## config.mk

```make
export PLATFORM = sky130hd
export DESIGN_NAME = pipe_stage_hs
export DESIGN_NICKNAME = d
export VERILOG_FILES = /design/src/rtl/pipe_stage_hs.sv
export SDC_FILE = /design/constraint.sdc
export NUM_CORES = 1
export LEC_CHECK = 0
export BUFFER_PORTS_ARGS = -buffer_cell sky130_fd_sc_hd__buf_2
export CORE_ASPECT_RATIO = 0.7
export CORE_MARGIN = 2
export CORE_UTILIZATION = 36
export DETAILED_ROUTE_END_ITERATION = 7
export GPL_ROUTABILITY_DRIVEN = 0
export PLACE_DENSITY = 0.56
export SYNTH_ARGS = -nofsm -noshare
export SYNTH_HDL_FRONTEND = slang
export SYNTH_SLANG_ARGS = --single-unit
export TNS_END_PERCENT = 30
```

## constraint.sdc

```tcl
create_clock -name clk -period 3.67 [get_ports clk]
set_clock_uncertainty 0.2 [all_clocks]
set_input_delay 0.1835 -clock clk [delete_from_list [all_inputs] [get_ports clk]]
set_output_delay 0.1835 -clock clk [all_outputs]
set_load 0.03 [all_outputs]
```

## src/rtl/pipe_stage_hs.sv

```systemverilog
// pipe_stage_hs: chain of STAGES skid-buffered register stages carrying a
// WIDTH-bit payload with valid/ready handshake, synchronous flush and a
// registered occupancy count. Every output is taken straight from a flop.
module pipe_stage_hs #(
  parameter int               WIDTH     = 32,
  parameter int               STAGES    = 1,
  parameter logic [WIDTH-1:0] RESET_VAL = '0
) (
  input  logic                               clk,
  input  logic                               reset,
  input  logic                               flush,
  input  logic                               in_valid,
  output logic                               in_ready,
  input  logic [WIDTH-1:0]                   in_data,
  output logic                               out_valid,
  input  logic                               out_ready,
  output logic [WIDTH-1:0]                   out_data,
  output logic [$clog2(2*STAGES+1)-1:0]      occupancy
);

  localparam int            OW       = $clog2(2*STAGES+1);
  localparam logic [OW-1:0] OCC_MAX  = OW'(2*STAGES);
  localparam logic [OW-1:0] OCC_ONE  = OW'(1);

  typedef enum logic [1:0] {
    S_EMPTY = 2'd0,
    S_ONE   = 2'd1,
    S_FULL  = 2'd2
  } state_t;

  state_t           state  [STAGES];
  logic [WIDTH-1:0] main_d [STAGES];
  logic [WIDTH-1:0] skid_d [STAGES];
  logic [WIDTH-1:0] up_d   [STAGES];
  logic [STAGES-1:0] rdy;
  logic [STAGES-1:0] main_v;
  logic [STAGES-1:0] up_v;
  logic [STAGES-1:0] dn_r;
  logic [STAGES-1:0] push;
  logic [STAGES-1:0] pop;
  logic              in_hs;
  logic              out_hs;

  // Stage interconnect: stage k drains into stage k+1; ready is always a flop,
  // so out_ready never reaches in_ready combinationally.
  always_comb begin
    main_v = '0;
    up_v   = '0;
    dn_r   = '0;
    push   = '0;
    pop    = '0;
    for (int k = 0; k < STAGES; k++) begin
      main_v[k] = (state[k] != S_EMPTY);
    end
    up_v[0] = in_valid;
    up_d[0] = in_data;
    for (int k = 1; k < STAGES; k++) begin
      up_v[k] = main_v[k-1];
      up_d[k] = main_d[k-1];
    end
    for (int k = 0; k < STAGES-1; k++) begin
      dn_r[k] = rdy[k+1];
    end
    dn_r[STAGES-1] = out_ready;
    for (int k = 0; k < STAGES; k++) begin
      push[k] = up_v[k] & rdy[k];
      pop[k]  = main_v[k] & dn_r[k];
    end
  end

  assign in_hs     = in_valid & rdy[0];
  assign out_hs    = main_v[STAGES-1] & out_ready;
  assign in_ready  = rdy[0];
  assign out_valid = main_v[STAGES-1];
  assign out_data  = main_d[STAGES-1];

  // Per-stage FSM plus its registered upstream ready (low only when skid is full).
  always_ff @(posedge clk) begin
    if (reset || flush) begin
      for (int k = 0; k < STAGES; k++) begin
        state[k] <= S_EMPTY;
      end
      rdy <= reset ? '0 : '1;
    end else begin
      for (int k = 0; k < STAGES; k++) begin
        case (state[k])
          S_EMPTY: begin
            if (push[k]) state[k] <= S_ONE;
            rdy[k] <= 1'b1;
          end
          S_ONE: begin
            if (push[k] && !pop[k])      state[k] <= S_FULL;
            else if (!push[k] && pop[k]) state[k] <= S_EMPTY;
            rdy[k] <= !(push[k] && !pop[k]);
          end
          S_FULL: begin
            if (pop[k]) state[k] <= S_ONE;
            rdy[k] <= pop[k];
          end
          default: begin
            state[k] <= S_EMPTY;
            rdy[k]   <= 1'b1;
          end
        endcase
      end
    end
  end

  // Payload movement: main loads from upstream or from skid; skid only catches
  // a push that arrives while main is held, so it is never overtaken.
  always_ff @(posedge clk) begin
    if (reset || flush) begin
      for (int k = 0; k < STAGES; k++) begin
        main_d[k] <= RESET_VAL;
        skid_d[k] <= RESET_VAL;
      end
    end else begin
      for (int k = 0; k < STAGES; k++) begin
        case (state[k])
          S_EMPTY: begin
            if (push[k]) main_d[k] <= up_d[k];
          end
          S_ONE: begin
            if (push[k] && pop[k]) main_d[k] <= up_d[k];
            else if (push[k])      skid_d[k] <= up_d[k];
          end
          S_FULL: begin
            if (pop[k]) main_d[k] <= skid_d[k];
          end
          default: ;
        endcase
      end
    end
  end

  // Occupancy: entries accepted minus entries delivered; a flush-cycle pop
  // needs no special case because the count is cleared anyway.
  always_ff @(posedge clk) begin
    if (reset || flush) begin
      occupancy <= '0;
    end else if (in_hs && !out_hs) begin
      occupancy <= occupancy + OCC_ONE;
    end else if (!in_hs && out_hs) begin
      occupancy <= occupancy - OCC_ONE;
    end
  end

  // Simulation guard on the occupancy bounds.
  always @(posedge clk) begin
    if (!reset && !flush) begin
      assert (!(in_hs && !out_hs && occupancy == OCC_MAX))
        else $error("pipe_stage_hs: occupancy overflow");
      assert (!(out_hs && !in_hs && occupancy == '0))
        else $error("pipe_stage_hs: occupancy underflow");
    end
  end

endmodule
```

### Word level (Yosys, flattened, before mapping)

Memories as Yosys holds them, arrays and structs flattened.
Index checks and enable logic that the tools add are counted.

| word-level totals | value |
|---|---|
| memories kept | 3 |
| output and inout port bits | 36 |
| logic and storage cells | 84 |
| input bits | 37 |
| register bits after elaboration | 3 |
| memory bits (writable) | 66 |

| operators by class | value |
|---|---|
| muxes and demuxes | 53 |
| add/sub/neg operators | 2 |
| reduce and logical (&&, ||, !) cells | 20 |
| eq/ne operators | 2 |
| bitwise gates (word level) | 2 |

Memory list:

| memory | words | bits a word | rd ports | clocked after Yosys merged registers in | write ports | line | text |
|---|---|---|---|---|---|---|---|
| main_d | 1 | 32 | 1 | 0 | 1 | 32 | `logic [WIDTH-1:0] main_d [STAGES];` |
| skid_d | 1 | 32 | 1 | 0 | 1 | 33 | `logic [WIDTH-1:0] skid_d [STAGES];` |
| state | 1 | 2 | 1 | 0 | 1 | 31 | `state_t state [STAGES];` |

Operators with widths:

| kind | count |
|---|---|
| $mux W32 | 4 |
| $reduce_or A32 Y1 | 4 |
| $mux W1 | 41 |
| $mux W2 | 7 |
| $reduce_or A2 Y1 | 5 |
| $reduce_bool A2 Y1 | 2 |
| $logic_and A1 B1 Y1 | 3 |
| $logic_not A1 Y1 | 3 |
| $reduce_or A3 Y1 | 1 |
| $add A2 B1 Y2 const B | 1 |
| $and A1 B1 Y1 | 2 |
| $eq A2 B1 Y1 const B | 1 |
| $eq A2 B2 Y1 const B | 1 |
| $logic_not A2 Y1 | 1 |
| $pmux W1 S2 | 1 |
| $sub A2 B1 Y2 const B | 1 |
| $logic_or A1 B1 Y1 | 1 |

### Logic depth before layout (Yosys ltp)

| logic depth | value |
|---|---|
| depth after elaboration | 13 |
| mapped depth | 10 |
| gate-level depth less buffers | 9 |

### Least setup slack after synthesis

Ideal clock, no wire load.

| path | value |
|---|---|
| kind | reg-to-reg |
| from | memory state[0][0] in the netlist's numbering |
| to | memory main_d[0][0] (enable) |
| arrival | 2.294 ns |
| buffers on the path | 0 |
| stages on the path, launching flop included | 9 |
| data required time | 2.909 ns |
| setup time | 0.561 ns |
| period minus slack after synthesis | 3.055 ns |
| setup slack | 0.615 ns |
| cell sequence | edfxtp_1 -> inv_1 -> ha_1 -> inv_1 -> nand2_1 -> inv_1 -> ha_1 -> a32oi_1 -> nand3_1 |

| between the ends | value |
|---|---|
| word-level cells in the longest chain between the ends | 11 |
| elaborated cells on any way between the ends | 24 |
| those cells by class | eq/ne (2); mux (14); bitwise (1); reduce/logical (6); memory (1) |

Ends and longest elaborated chain:

| item | line | text |
|---|---|---|
| start, declared | 31 |  |
| $mem_v2 Z1 W2 (*) | - |  |
| $reduce_bool A2 Y1 (*) | 53 | `main_v[k] = (state[k] != S_EMPTY);` |
| named net out_valid | 15 | `output logic out_valid,` |
| $and A1 B1 Y1 (*) | 67 | `pop[k] = main_v[k] & dn_r[k];` |
| $logic_and A1 B1 Y1 | 124 | `if (push[k] && pop[k]) main_d[k] <= up_d[k];` |
| $mux W1 | 124 |  |
| $mux W1 | 119 | `case (state[k])` |
| $mux W1 | 112 | `if (reset \|\| flush) begin` |
| $mux W1 (implied by the code) | 124 |  |
| $reduce_or A32 Y1 (no source line) | - |  |
| $mux W1 (no source line) | - |  |
| $mux W1 (no source line) (*) | - |  |
| end, declared | 32 |  |

Mark *: on every way through the listed nets, which the timed path passes. The rest lies on a longest branch.

### Final worst setup path

| path | value |
|---|---|
| from | memory state[0][1] in the netlist's numbering |
| to | memory main_d[0][15] (data pin) |

| between the ends | value |
|---|---|
| word-level cells in the longest chain between the ends | 11 |
| elaborated cells on any way between the ends | 24 |
| those cells by class | eq/ne (2); mux (14); bitwise (1); reduce/logical (6); memory (1) |

Ends and longest elaborated chain:

| item | line |
|---|---|
| $mem_v2 Z1 W2 (*) | - |
| $reduce_bool A2 Y1 | 53 |
| $and A1 B1 Y1 | 67 |
| $logic_and A1 B1 Y1 | 124 |
| $mux W1 | 124 |
| $mux W1 | 119 |
| $mux W1 | 112 |
| $mux W1 (implied by the code) | 124 |
| $reduce_or A32 Y1 (no source line) | - |
| $mux W32 (no source line) | - |
| $mux W32 (no source line) (*) | - |

Every way passes the cells marked *; elsewhere a longest branch is shown, timed or not.

==> flow_metrics.py <==
metrics = {
    "timing": {
        "fin_tns_setup_ns": 0,
        "setup_viol": 0,
        "clock.fmax_ghz": 0.389,
        "slew_headroom": 0.345,
        "rsz0062_at_grt": "no",
        "period_share": 0.700,
        "drv_slew": 0,
        "fin_crit_ns": 2.57,
        "finalHoldViolations": 0,
        "worst_slew_pin_slew_ns": 0.981,
    },
    "grt": {
        "grtUsageMet3": 0.0489,
        "grt_max_degree": 33,
        "met1_usage": 0.201,
        "grt_pass1_vias": 1868,
        "grt_pass1_wl_um": 9450,
        "track_usage": 0.141,
        "antenna_found_initial": 0,
        "grt-busiest-layer": "met2",
        "use_met2": 0.202,
        "globalRouteOverflowTotal": 0,
    },
    "worst_setup_path": {
        "worstSetupPathType": "register to register",
        "slowest_delay_ns": 0.42,
        "crit_fanout": 32,
        "worst_setup_path_start_kind": "register",
        "r2r-start": "state[0][1]$_SDFFCE_PP0P_",
        "crit_chain": "inv_1 > ha_1 > inv_1 > nand2_1 > inv_1 > ha_1 > a32oi_1 > nor3_4 > buf_4 > a22o_1",
        "r2r-end": "main_d[0][15]$_DFFE_PP_",
        "arrival_ns": 2.44,
        "critPathSlowestCell": "edfxtp_1",
        "cp-end-kind": "register",
        "rr_worst_depth": 10,
        "endpoint": "main_d[0][15]$_DFFE_PP_",
        "crit_top_cell": "inv_1",
        "cp-startpoint": "state[0][1]$_SDFFCE_PP0P_",
        "reg2reg_slack_ns": 1.10,
        "critPathRequiredTime_ns": 3.54,
    },
    "synthesis": {
        "syn_inst": 184,
        "yosys_warnings": 0,
        "yosys-mux-area-fraction": 0,
        "synth_compound_area_frac": 0.113,
        "yosys.area_share.simple": 0.108,
        "synthAdderAreaFrac": 0.0346,
        "synthesis.area_sq_um": 2900,
        "avgSynthCellArea_sq_um": 15.7,
        "yosysUniqueCellTypes": 27,
        "synth_xor_area_frac": 0.00605,
        "synth_top_family_by_area": "compound AO/OA/AOI/OAI gates",
        "ys_seq_area_frac": 0.705,
        "synth-seq-cells": 69,
        "synth_nets": 229,
    },
    "placement": {
        "portBuffers": 72,
        "hpwl_um": 3650,
        "placed_cells": 350,
    },
    "drt": {
        "drc": 0,
        "drt_wl_total_um": 5940,
        "drt_pass1_iterations": 4,
        "drt_iter0_markers": 84,
        "ant_nets": 0,
        "avgViaCountPerCell": 4.69,
        "via_count": 1876,
        "wl_per_cell_um": 14.9,
    },
    "finish": {
        "n_antenna_cell": 0,
        "finalNonFillerCells": 400,
        "fill_cells": 691,
        "syn2layout_area_growth_pct": 37.8,
        "drive_above_1_share": 0.311,
        "postLayoutCoreUtil": 0.509,
        "final_common_cell": "buf_2",
        "layout_common_cells": "buf_2, edfxtp_1, dlygate4sd3_1, and2_1, a22o_1",
        "nNetsFinal": 339,
    },
    "power": {
        "internal_power_uw": 1580,
        "p_leak_uw": 0.00174,
        "ir_worst_vdd_uv": 257,
        "total_power_uw": 2020,
        "clkPwrFrac": 0.440,
        "power.switching_uw": 441,
        "powerDensity_nw_per_um2": 507,
        "sw_frac_of_total": 0.218,
        "p_seq_frac": 0.459,
        "pwr-share-comb": 0.101,
    },
    "floorplan": {
        "die-area_sq_um": 8790,
        "die_h_um": 79.0,
        "die_w_um": 111,
        "start_util": 0.370,
        "ios": 73,
        "num_rows": 27,
        "design.core.area_sq_um": 7840,
    },
    "clock_network": {
        "cts_tree": "yes",
        "insertion_delay_ns": 0.32,
        "clk_pin_slew_worst_paths_ns": 0.05,
        "cts.sinks": 69,
        "htree_levels": 3,
        "root_buffer": "clkbuf_16",
        "clock_path_buffers": 2,
        "cts_resized": 0,
        "cts_buffers": 9,
    },
    "min_path": {
        "hp-class": "primary input to register",
        "worstHoldPathCells": 3,
    },
    "status": {
        "status": "completed",
    },
    "job": {
        "drv_cap": 0,
    },
}
==> cell type report <==
| class | instances | area (sq um) | area share |
|---|---|---|---|
| clock buffer | 12 | 236 | 0.0593 |
| clock inverter | 4 | 72.6 | 0.0182 |
| inverter | 6 | 22.5 | 0.00564 |
| multi-input combinational | 99 | 767 | 0.192 |
| sequential | 69 | 2040 | 0.512 |
| tap | 101 | 126 | 0.0317 |
| timing repair buffer | 109 | 723 | 0.181 |
==> synth_stat cells <==
| library cell | n | share of area |
|---|---|---|
| a211oi_1 | 1 | 0.0026 |
| a21oi_1 | 1 | 0.0017 |
| a22o_1 | 32 | 0.097 |
| a32oi_1 | 1 | 0.0030 |
| a41oi_1 | 1 | 0.0030 |
| and2_1 | 33 | 0.071 |
| and3b_1 | 1 | 0.0030 |
| and4b_1 | 1 | 0.0035 |
| buf_2 | 6 | 0.010 |
| buf_6 | 4 | 0.016 |
| dfxtp_1 | 3 | 0.021 |
| edfxtp_1 | 66 | 0.68 |
| ha_1 | 8 | 0.035 |
| inv_1 | 6 | 0.0078 |
| nand2_1 | 3 | 0.0039 |
| nand2b_1 | 1 | 0.0022 |
| nand3_1 | 2 | 0.0035 |
| nand3b_1 | 1 | 0.0026 |
| nor2_1 | 3 | 0.0039 |
| nor2_2 | 1 | 0.0022 |
| nor3_1 | 1 | 0.0017 |
| nor3_4 | 1 | 0.0056 |
| o211ai_1 | 1 | 0.0026 |
| o21ai_0 | 2 | 0.0035 |
| or2_1 | 1 | 0.0022 |
| or3_1 | 1 | 0.0022 |
| xor2_1 | 2 | 0.0060 |
==> kinds of logic after synthesis <==
logic type,after synthesis
AOI/OAI and AO/OA,39
xor gates and xnor gates,2
adders and majority gates,8
buffers and inverters,16
DFF,69
and+or+nand+nor,50
==> worst max-delay path: cells and delay by family, from the launching register on <==
family                     cells  cell delay, ns
AOI/OAI and AO/OA              2            0.60
adders and majority gates      2            0.40
buffers and inverters          4            0.53
DFF                            1            0.42
and+or+nand+nor                2            0.15
==> worst min path at each step <==
stage / startpoint / endpoint / slack (ns)
after floorplan: reset / in_ready$_DFF_P_ / 0.06
after global placement: reset / in_ready$_DFF_P_ / 0.18
after detailed placement: reset / in_ready$_DFF_P_ / 0.19
after CTS: flush / occupancy[1]$_SDFFE_PN0P_ / 0.18
after global routing: flush / occupancy[0]$_SDFFE_PN0P_ / 0.24
final: flush / occupancy[1]$_SDFFE_PN0P_ / 0.20
==> flip-flops by register name, summed over array words and instances, names as in the netlist <==
name / count
main_d: 32
skid_d: 32
occupancy: 2
state: 2
in_ready: 1
==> routing by layer <==
layer  wire length (um)  share of wire
met5                  0              0
met4                 18         0.0030
met3                445          0.075
met2               2530           0.43
met1               2950           0.50
==> repair_timing <==
action	in CTS	in global routing
buffers inserted	0	0
hold buffers	34	0
endpoints found under the hold margin	65	0
==> through the flow <==
| stage | hold slack [ns] | area [sq um] | setup WS [ns] |
|---|---|---|---|
| floorplan | 0.0559 | 2900 | 0.615 |
| finish | 0.197 | 3990 | 1.10 |
| global route | 0.238 | 3990 | 0.817 |
| global placement | 0.181 | 3340 | 1.19 |
| CTS | 0.183 | 3990 | 1.06 |
| detailed placement | 0.193 | 3340 | 1.09 |
==> power by group through the flow <==
| stage | registers (uW) | logic (uW) | clock network [uW] |
|---|---|---|---|
| finish | 928 | 204 | 890 |
| global placement | 942 | 176 | 0 |
| detailed placement | 943 | 177 | 0 |
| global route | 932 | 220 | 945 |
| floorplan | 998 | 54.0 | 0 |
| CTS | 928 | 206 | 911 |
Note: power is estimated with default switching activity, not from simulation.
